$ cat config.mk
export PLATFORM = sky130hd
export DESIGN_NAME = morse_match_engine_flat
export DESIGN_NICKNAME = d
export VERILOG_FILES = /design/src/rtl/morse_match_engine_pkg.sv /design/src/rtl/morse_match_engine_if.sv /design/src/rtl/morse_match_engine_symbolizer.sv /design/src/rtl/morse_match_engine.sv /design/src/flat_wrapper.sv
export SDC_FILE = /design/constraint.sdc
export NUM_CORES = 1
export LEC_CHECK = 0
export CAP_MARGIN = 15
export CORE_MARGIN = 2
export CORE_UTILIZATION = 54
export CTS_CLUSTER_DIAMETER = 50
export DETAILED_ROUTE_END_ITERATION = 10
export PLACE_DENSITY_LB_ADDON = 0.3
export SYNTH_ARGS = -nofsm -noshare
export SYNTH_HDL_FRONTEND = slang
export SYNTH_SLANG_ARGS = --single-unit
$ cat constraint.sdc
create_clock -name clock -period 2.5 [get_ports clock]
set_input_delay 0.5 -clock clock [delete_from_list [all_inputs] [get_ports clock]]
set_output_delay 0.5 -clock clock [all_outputs]
set_load 0.02 [all_outputs]
$ cat src/rtl/morse_match_engine_pkg.sv
// Shared definitions for the Morse record/challenge engine: phase codes,
// symbol codes and the hold-time-to-symbol mapping.
package morse_match_engine_pkg;

  typedef logic [1:0] sym_code_t;

  localparam logic [1:0] ST_START  = 2'd0;
  localparam logic [1:0] ST_REC    = 2'd1;
  localparam logic [1:0] ST_CHAL   = 2'd2;
  localparam logic [1:0] ST_RESULT = 2'd3;

  // Empty slots are 00, so a word with any non-zero pair holds a symbol.
  localparam sym_code_t SYM_EMPTY = 2'b00;
  localparam sym_code_t SYM_DOT   = 2'b01;
  localparam sym_code_t SYM_DASH  = 2'b11;

  function automatic sym_code_t sym_for_hold(input logic reached_dash);
    return reached_dash ? SYM_DASH : SYM_DOT;
  endfunction

endpackage

$ cat src/rtl/morse_match_engine_if.sv
// Control inputs and status outputs of the Morse engine, grouped for the
// player-side driver (master) and the engine itself (slave).
interface morse_match_engine_if #(
  parameter int WORD_W = 10,
  parameter int ADDR_W = 5
);

  // Every control input is a single-cycle pulse or a level with no
  // backpressure: the engine samples it on each clock and never stalls the
  // driver; result pulses (word_ok/word_bad/sym_ovf) are likewise one cycle.
  logic              tick;
  logic              key_pressed;
  logic              next_word;
  logic              done;

  logic [1:0]        state;
  logic [WORD_W-1:0] cur_word;
  logic [ADDR_W-1:0] wr_count;
  logic [ADDR_W-1:0] rd_addr;
  logic [3:0]        tries_left;
  logic              word_ok;
  logic              word_bad;
  logic              win;
  logic              sym_ovf;

  modport master (
    output tick, key_pressed, next_word, done,
    input  state, cur_word, wr_count, rd_addr, tries_left,
    input  word_ok, word_bad, win, sym_ovf
  );

  modport slave (
    input  tick, key_pressed, next_word, done,
    output state, cur_word, wr_count, rd_addr, tries_left,
    output word_ok, word_bad, win, sym_ovf
  );

endinterface

$ cat src/rtl/morse_match_engine_symbolizer.sv
// Times one held key in tick units and emits a DOT or DASH code on release.
module morse_match_engine_symbolizer
  import morse_match_engine_pkg::*;
#(
  parameter int DASH_TICKS = 2
) (
  input  logic      clock,
  input  logic      resetn,
  input  logic      tick,
  input  logic      key_pressed,
  output logic      sym_valid,
  output sym_code_t sym_code
);

  localparam int CNT_W = (DASH_TICKS < 1) ? 1 : $clog2(DASH_TICKS + 1);
  localparam logic [CNT_W-1:0] CNT_MAX = CNT_W'(DASH_TICKS);

  logic             key_q;
  logic             armed;
  logic [CNT_W-1:0] hold_cnt;
  logic             key_rise;
  logic             key_fall;

  assign key_rise = key_pressed & ~key_q;
  assign key_fall = ~key_pressed & key_q;

  // key_q resets high so a key still held across reset never looks like a
  // fresh press; armed stays low, so its release emits nothing.
  always_ff @(posedge clock or negedge resetn) begin
    if (!resetn) begin
      key_q     <= 1'b1;
      armed     <= 1'b0;
      hold_cnt  <= '0;
      sym_valid <= 1'b0;
      sym_code  <= SYM_EMPTY;
    end else begin
      key_q     <= key_pressed;
      sym_valid <= 1'b0;
      if (key_rise) begin
        armed    <= 1'b1;
        hold_cnt <= '0;
      end else if (armed && key_pressed && tick && hold_cnt != CNT_MAX) begin
        hold_cnt <= hold_cnt + 1'b1;
      end
      if (key_fall && armed) begin
        armed     <= 1'b0;
        sym_valid <= 1'b1;
        sym_code  <= sym_for_hold(hold_cnt == CNT_MAX);
      end
    end
  end

endmodule

$ cat src/rtl/morse_match_engine.sv
// Morse game engine: packs keyed symbols into words, records P1's words in
// an internal RAM, then checks P2's words in order with a per-word retry budget.
module morse_match_engine
  import morse_match_engine_pkg::*;
#(
  parameter  int SYMS       = 5,
  parameter  int DEPTH      = 16,
  parameter  int DASH_TICKS = 2,
  parameter  int MAX_TRIES  = 3,
  localparam int WORD_W     = 2 * SYMS,
  localparam int ADDR_W     = $clog2(DEPTH + 1)
) (
  input logic                 clock,
  input logic                 resetn,
  morse_match_engine_if.slave bus
);

  localparam int IDX_W = (DEPTH > 1) ? $clog2(DEPTH) : 1;

  logic [1:0]        state_q;
  logic [WORD_W-1:0] cur_word_q;
  logic [ADDR_W-1:0] wr_count_q;
  logic [ADDR_W-1:0] rd_addr_q;
  logic [3:0]        tries_q;
  logic              word_ok_q;
  logic              word_bad_q;
  logic              win_q;
  logic              sym_ovf_q;

  logic [WORD_W-1:0] mem [DEPTH];
  logic [WORD_W-1:0] rd_data;

  logic              sym_valid;
  sym_code_t         sym_code;

  logic              nw;
  logic              dn;
  logic              word_nz;
  logic              word_full;
  logic              ram_full;
  logic              accepts_sym;
  logic              commit;
  logic [ADDR_W-1:0] rd_next;
  logic [IDX_W-1:0]  wr_idx;
  logic [IDX_W-1:0]  rd_idx;

  morse_match_engine_symbolizer #(
    .DASH_TICKS (DASH_TICKS)
  ) u_symbolizer (
    .clock       (clock),
    .resetn      (resetn),
    .tick        (bus.tick),
    .key_pressed (bus.key_pressed),
    .sym_valid   (sym_valid),
    .sym_code    (sym_code)
  );

  // Controls are ignored while the key is down; next_word wins over done.
  assign nw          = bus.next_word & ~bus.key_pressed;
  assign dn          = bus.done & ~bus.key_pressed & ~bus.next_word;
  assign word_nz     = |cur_word_q;
  assign word_full   = cur_word_q[WORD_W-1 -: 2] != SYM_EMPTY;
  assign ram_full    = wr_count_q == ADDR_W'(DEPTH);
  assign accepts_sym = state_q != ST_RESULT;
  assign commit      = (state_q == ST_REC) && (nw || dn) && word_nz && !ram_full;
  assign rd_next     = rd_addr_q + ADDR_W'(1);
  assign wr_idx      = wr_count_q[IDX_W-1:0];
  assign rd_idx      = rd_addr_q[IDX_W-1:0];

  // Storage is deliberately not reset; the read is registered off rd_addr so
  // the expected word is already waiting when P2 pulses next_word.
  always_ff @(posedge clock) begin
    if (commit) begin
      mem[wr_idx] <= cur_word_q;
    end
    rd_data <= mem[rd_idx];
  end

  always_ff @(posedge clock or negedge resetn) begin
    if (!resetn) begin
      state_q    <= ST_START;
      cur_word_q <= '0;
      wr_count_q <= '0;
      rd_addr_q  <= '0;
      tries_q    <= 4'(MAX_TRIES);
      word_ok_q  <= 1'b0;
      word_bad_q <= 1'b0;
      win_q      <= 1'b0;
      sym_ovf_q  <= 1'b0;
    end else begin
      word_ok_q  <= 1'b0;
      word_bad_q <= 1'b0;
      sym_ovf_q  <= 1'b0;

      if (accepts_sym && sym_valid) begin
        if (word_full) begin
          sym_ovf_q <= 1'b1;
        end else begin
          cur_word_q <= (cur_word_q << 2) | WORD_W'(sym_code);
        end
      end

      case (state_q)
        ST_START: begin
          if (dn) begin
            state_q    <= ST_REC;
            cur_word_q <= '0;
            wr_count_q <= '0;
            rd_addr_q  <= '0;
            win_q      <= 1'b0;
          end
        end

        ST_REC: begin
          if (nw || dn) begin
            cur_word_q <= '0;
            if (commit) begin
              wr_count_q <= wr_count_q + ADDR_W'(1);
            end
          end
          if (dn && (wr_count_q != '0 || commit)) begin
            state_q   <= ST_CHAL;
            rd_addr_q <= '0;
            tries_q   <= 4'(MAX_TRIES);
          end
        end

        ST_CHAL: begin
          if (nw) begin
            cur_word_q <= '0;
            if (cur_word_q == rd_data) begin
              word_ok_q <= 1'b1;
              rd_addr_q <= rd_next;
              tries_q   <= 4'(MAX_TRIES);
              if (rd_next == wr_count_q) begin
                win_q   <= 1'b1;
                state_q <= ST_RESULT;
              end
            end else begin
              word_bad_q <= 1'b1;
              if (MAX_TRIES != 0) begin
                tries_q <= tries_q - 4'd1;
                if (tries_q == 4'd1) begin
                  win_q   <= 1'b0;
                  state_q <= ST_RESULT;
                end
              end
            end
          end else if (dn) begin
            win_q   <= 1'b0;
            state_q <= ST_RESULT;
          end
        end

        ST_RESULT: begin
          if (dn) begin
            state_q <= ST_START;
          end
        end

        default: state_q <= ST_START;
      endcase
    end
  end

  assign bus.state      = state_q;
  assign bus.cur_word   = cur_word_q;
  assign bus.wr_count   = wr_count_q;
  assign bus.rd_addr    = rd_addr_q;
  assign bus.tries_left = tries_q;
  assign bus.word_ok    = word_ok_q;
  assign bus.word_bad   = word_bad_q;
  assign bus.win        = win_q;
  assign bus.sym_ovf    = sym_ovf_q;

endmodule
$ cat src/flat_wrapper.sv
// flat-port wrapper written by rule: the top's interface ports become plain ports
module morse_match_engine_flat import morse_match_engine_pkg::*;
#(
  parameter  int SYMS       = 5,
  parameter  int DEPTH      = 16,
  parameter  int DASH_TICKS = 2,
  parameter  int MAX_TRIES  = 3,
  localparam int WORD_W     = 2 * SYMS,
  localparam int ADDR_W     = $clog2(DEPTH + 1)
)
  (clock, resetn, bus_tick, bus_key_pressed, bus_next_word, bus_done, bus_state, bus_cur_word, bus_wr_count, bus_rd_addr, bus_tries_left, bus_word_ok, bus_word_bad, bus_win, bus_sym_ovf);
  morse_match_engine_if bus_i ();
  input logic clock;
  input logic resetn;
  input wire logic [$bits(bus_i.tick)-1:0] bus_tick;
  input wire logic [$bits(bus_i.key_pressed)-1:0] bus_key_pressed;
  input wire logic [$bits(bus_i.next_word)-1:0] bus_next_word;
  input wire logic [$bits(bus_i.done)-1:0] bus_done;
  output wire logic [$bits(bus_i.state)-1:0] bus_state;
  output wire logic [$bits(bus_i.cur_word)-1:0] bus_cur_word;
  output wire logic [$bits(bus_i.wr_count)-1:0] bus_wr_count;
  output wire logic [$bits(bus_i.rd_addr)-1:0] bus_rd_addr;
  output wire logic [$bits(bus_i.tries_left)-1:0] bus_tries_left;
  output wire logic [$bits(bus_i.word_ok)-1:0] bus_word_ok;
  output wire logic [$bits(bus_i.word_bad)-1:0] bus_word_bad;
  output wire logic [$bits(bus_i.win)-1:0] bus_win;
  output wire logic [$bits(bus_i.sym_ovf)-1:0] bus_sym_ovf;
  assign bus_i.tick = bus_tick;
  assign bus_i.key_pressed = bus_key_pressed;
  assign bus_i.next_word = bus_next_word;
  assign bus_i.done = bus_done;
  assign bus_state = bus_i.state;
  assign bus_cur_word = bus_i.cur_word;
  assign bus_wr_count = bus_i.wr_count;
  assign bus_rd_addr = bus_i.rd_addr;
  assign bus_tries_left = bus_i.tries_left;
  assign bus_word_ok = bus_i.word_ok;
  assign bus_word_bad = bus_i.word_bad;
  assign bus_win = bus_i.win;
  assign bus_sym_ovf = bus_i.sym_ovf;
  morse_match_engine #(.SYMS(SYMS), .DEPTH(DEPTH), .DASH_TICKS(DASH_TICKS), .MAX_TRIES(MAX_TRIES)) u_core (.clock(clock), .resetn(resetn), .bus(bus_i));
endmodule
==> impl_metrics.ini <==
[yosys]
syn-cell-area_sq_um = 8460
synth_edf_count = 160
yosysTopAreaCellShare_pct = 56.8
synth_top_family_by_area = multiplexers
yosysWarnings = 0
synthAdderAreaFrac_pct = 1.89
synth_nets = 508
yosys.area_share.simple_pct = 5.64
synth-xor-area-share_pct = 1.55
synthMuxAreaShare_pct = 14.1
synth.largest_area_cell = edfxtp_1
synth.avg_cell_area_sq_um = 17.3
synth.yosys.seq_area_share_pct = 70.2
netlist_instances = 490
synth_top_cells_by_area = edfxtp_1, mux4_2, dfrtp_1, dfxtp_1, ha_1
ys.flop_type = edfxtp_1
ys_ff_latch = 207
synth_cell_types = 56
synth_compound_area_share_pct = 4.97
synth-async-reset-ratio_pct = 17.9

[critical_path]
critPathBufInv = 2
critPathTopFamily = buffers and inverters
path_cells = buf_4, clkdlybuf4s50_1
critPathKind = flop to primary output
cpMaxStageDelayCell = clkdlybuf4s50_1
cp-end-kind = primary output
cp_slowest_stage_delay_ps = 630
worst_ep_required_time_ps = 2000
critPathArrivalTime_ps = 1880
startpoint_type = flop
cp_max_fo = 13

[die]
die_w_um = 129
dieHeight_um = 129
core_sq_um = 15300
ios = 36
rows = 45
die_area_sq_um = 16700
initial_core_util_pct = 55.4

[placed_design]
port_buffers = 35
hpwlAfterDp_um = 12400
gp_congestion = 0.881
dp_slack_ps = -67.6

[job]
drv_cap = 0

[power]
peakVddDrop_v = 0.000508
finalPower_mw = 8.11
power_leakage_nw = 3.57
powerDensity_nw_per_um2 = 805

[routing]
vias = 4775
drc = 0
dr.pass1.iters = 5
avgViaCountPerCell = 5.90
avgRoutedWirePerCell_um = 22.5
drtAntennaViolNets = 0
first_iter_violations = 621
wirelength_um = 18200

[cts]
cts_buffers = 21
ctsHoldBuffers = 0
cts_num_sinks = 207
clockBufferDepth = 3
htree_levels = 1
post_cts_buffers = 0
cts-root-buf = clkbuf_16
cts_tree = built
clk_latency_ps = 490
path_clk_slew_ps = 60

[sta]
finalClockSkew_ps = 11.9
max_freq_mhz = 420
min_period_ps = 2380
post-route-period-util_pct = 95.2
max_slew.worst_pin.slew_ps = 848
finalWorstSetupSlack_ps = 120
relSlewSlack_pct = 43.0
setup_violations = 0
hold_violations = 0
rsz0062_at_grt = false
drv_slew = 0

[layout]
drive_gt1_share_pct = 25.2
nets = 603
final_cell_mix = edfxtp_1, buf_4, mux4_2
diodes = 0
utilization_pct = 66.0
syn_to_final_growth_pct = 19.1
layout_commonest_cell = edfxtp_1

[global_routing]
grt_use_total_pct = 22.8
grt_pass1_vias = 4740
grt_max_degree = 41
grt_first_pass_wirelength_um = 28000
antenna_found_initial = 0
overflow = 0

[run_status]
status = finished, final reports clean

[min_path]
hp-class = input pin to async pin
## synth_stat cells (6+ instances only)
library cell,count
a21oi_1,16
buf_2,6
clkbuf_1,13
dfrtp_1,34
dfxtp_1,10
edfxtp_1,160
ha_1,12
inv_1,15
mux4_2,50
nand2_1,35
nor2_1,31
nor3_1,6
o21ai_0,11
o31ai_1,6
xor2_1,13
## path summary, 6_finish.rpt
path / startpoint / endpoint / slack, ps / cells past startpoint
min in group clock: u_core.u_symbolizer.sym_code[0] / u_core.u_symbolizer.sym_code[0] / 470 / 1
setup reg to reg: u_core.bus.cur_word[2] / u_core.bus.tries_left[2] / 240 / 8
hold / removal: resetn / u_core.bus.rd_addr[4] / 130 / 1
hold reg to reg: u_core.u_symbolizer.sym_code[0] / u_core.u_symbolizer.sym_code[0] / 470 / 1
max in group asynchronous: resetn / u_core.bus.cur_word[6] / 1790 / 1
setup / recovery: u_core.bus.cur_word[6] / bus_cur_word[6] / 120 / 2
## through the flow
step | cell area (sq um) | hold slack (ps) | setup TNS (ps) | std cells
2_1_floorplan | 8470 | 204 | -5240 | 490
3_3_place_gp | 9450 | 453 | -1320 | 773
3_5_place_dp | 9450 | 459 | -4820 | 773
4_1_cts | 10100 | 144 | 0 | 810
5_1_grt | 10100 | 182 | 0 | 810
6_report | 10100 | 128 | 0 | 810
## what timing repair did
| action | 4_1_cts | 5_1_grt |
|---|---|---|
| pin swaps | 0 | 0 |
| setup endpoints to repair | 1 | 1 |
| resized for setup | 1 | 1 |
## area by class of cell
class                   instances  area [sq um]
fillers                      1048          5190
inverters                      16          60.1
clock buffers                  33           601
repair buffers                 92           801
clock inverters                 4          21.3
well taps                     211           264
multi-input cells             247          2390
flip-flops and latches        207          5940
## registers in the layout, indices dropped and copies added, names as in the netlist, 2 cells and up
name / flops
u_core.bus.cur_word: 10
u_core.bus.rd_addr: 5
u_core.bus.state: 2
u_core.bus.tries_left: 4
u_core.bus.wr_count: 5
u_core.mem: 160
u_core.rd_data: 10
u_core.u_symbolizer.hold_cnt: 2
u_core.u_symbolizer.sym_code: 2
## metal layers
layer / global-route usage [%] / vias to the layer above / share of wire, %
met3: 4.50 / 32 / 6.9
met5: 0 / - / 0
met4: 5.37 / 0 / 2.2
met1: 33.9 / 2446 / 44
li1: - / 2099 / -
met2: 35.8 / 198 / 47
## logic make-up after synthesis
kind of cell / count (synthesis)
and+or+nand+nor: 104
xor gates and xnor gates: 15
muxes: 56
AOI/OAI and AO/OA: 59
DFF: 207
buffers and inverters: 36
adders and majority gates: 13
## power breakdown
part,switching [mW],total (mW),internal [mW],leakage (nW)
combinational,0.792,1.33,0.540,1.21
clock,1.19,2.83,1.65,0.303
sequential,0.112,3.94,3.83,2.05
Power figures use the tool's default switching activity.
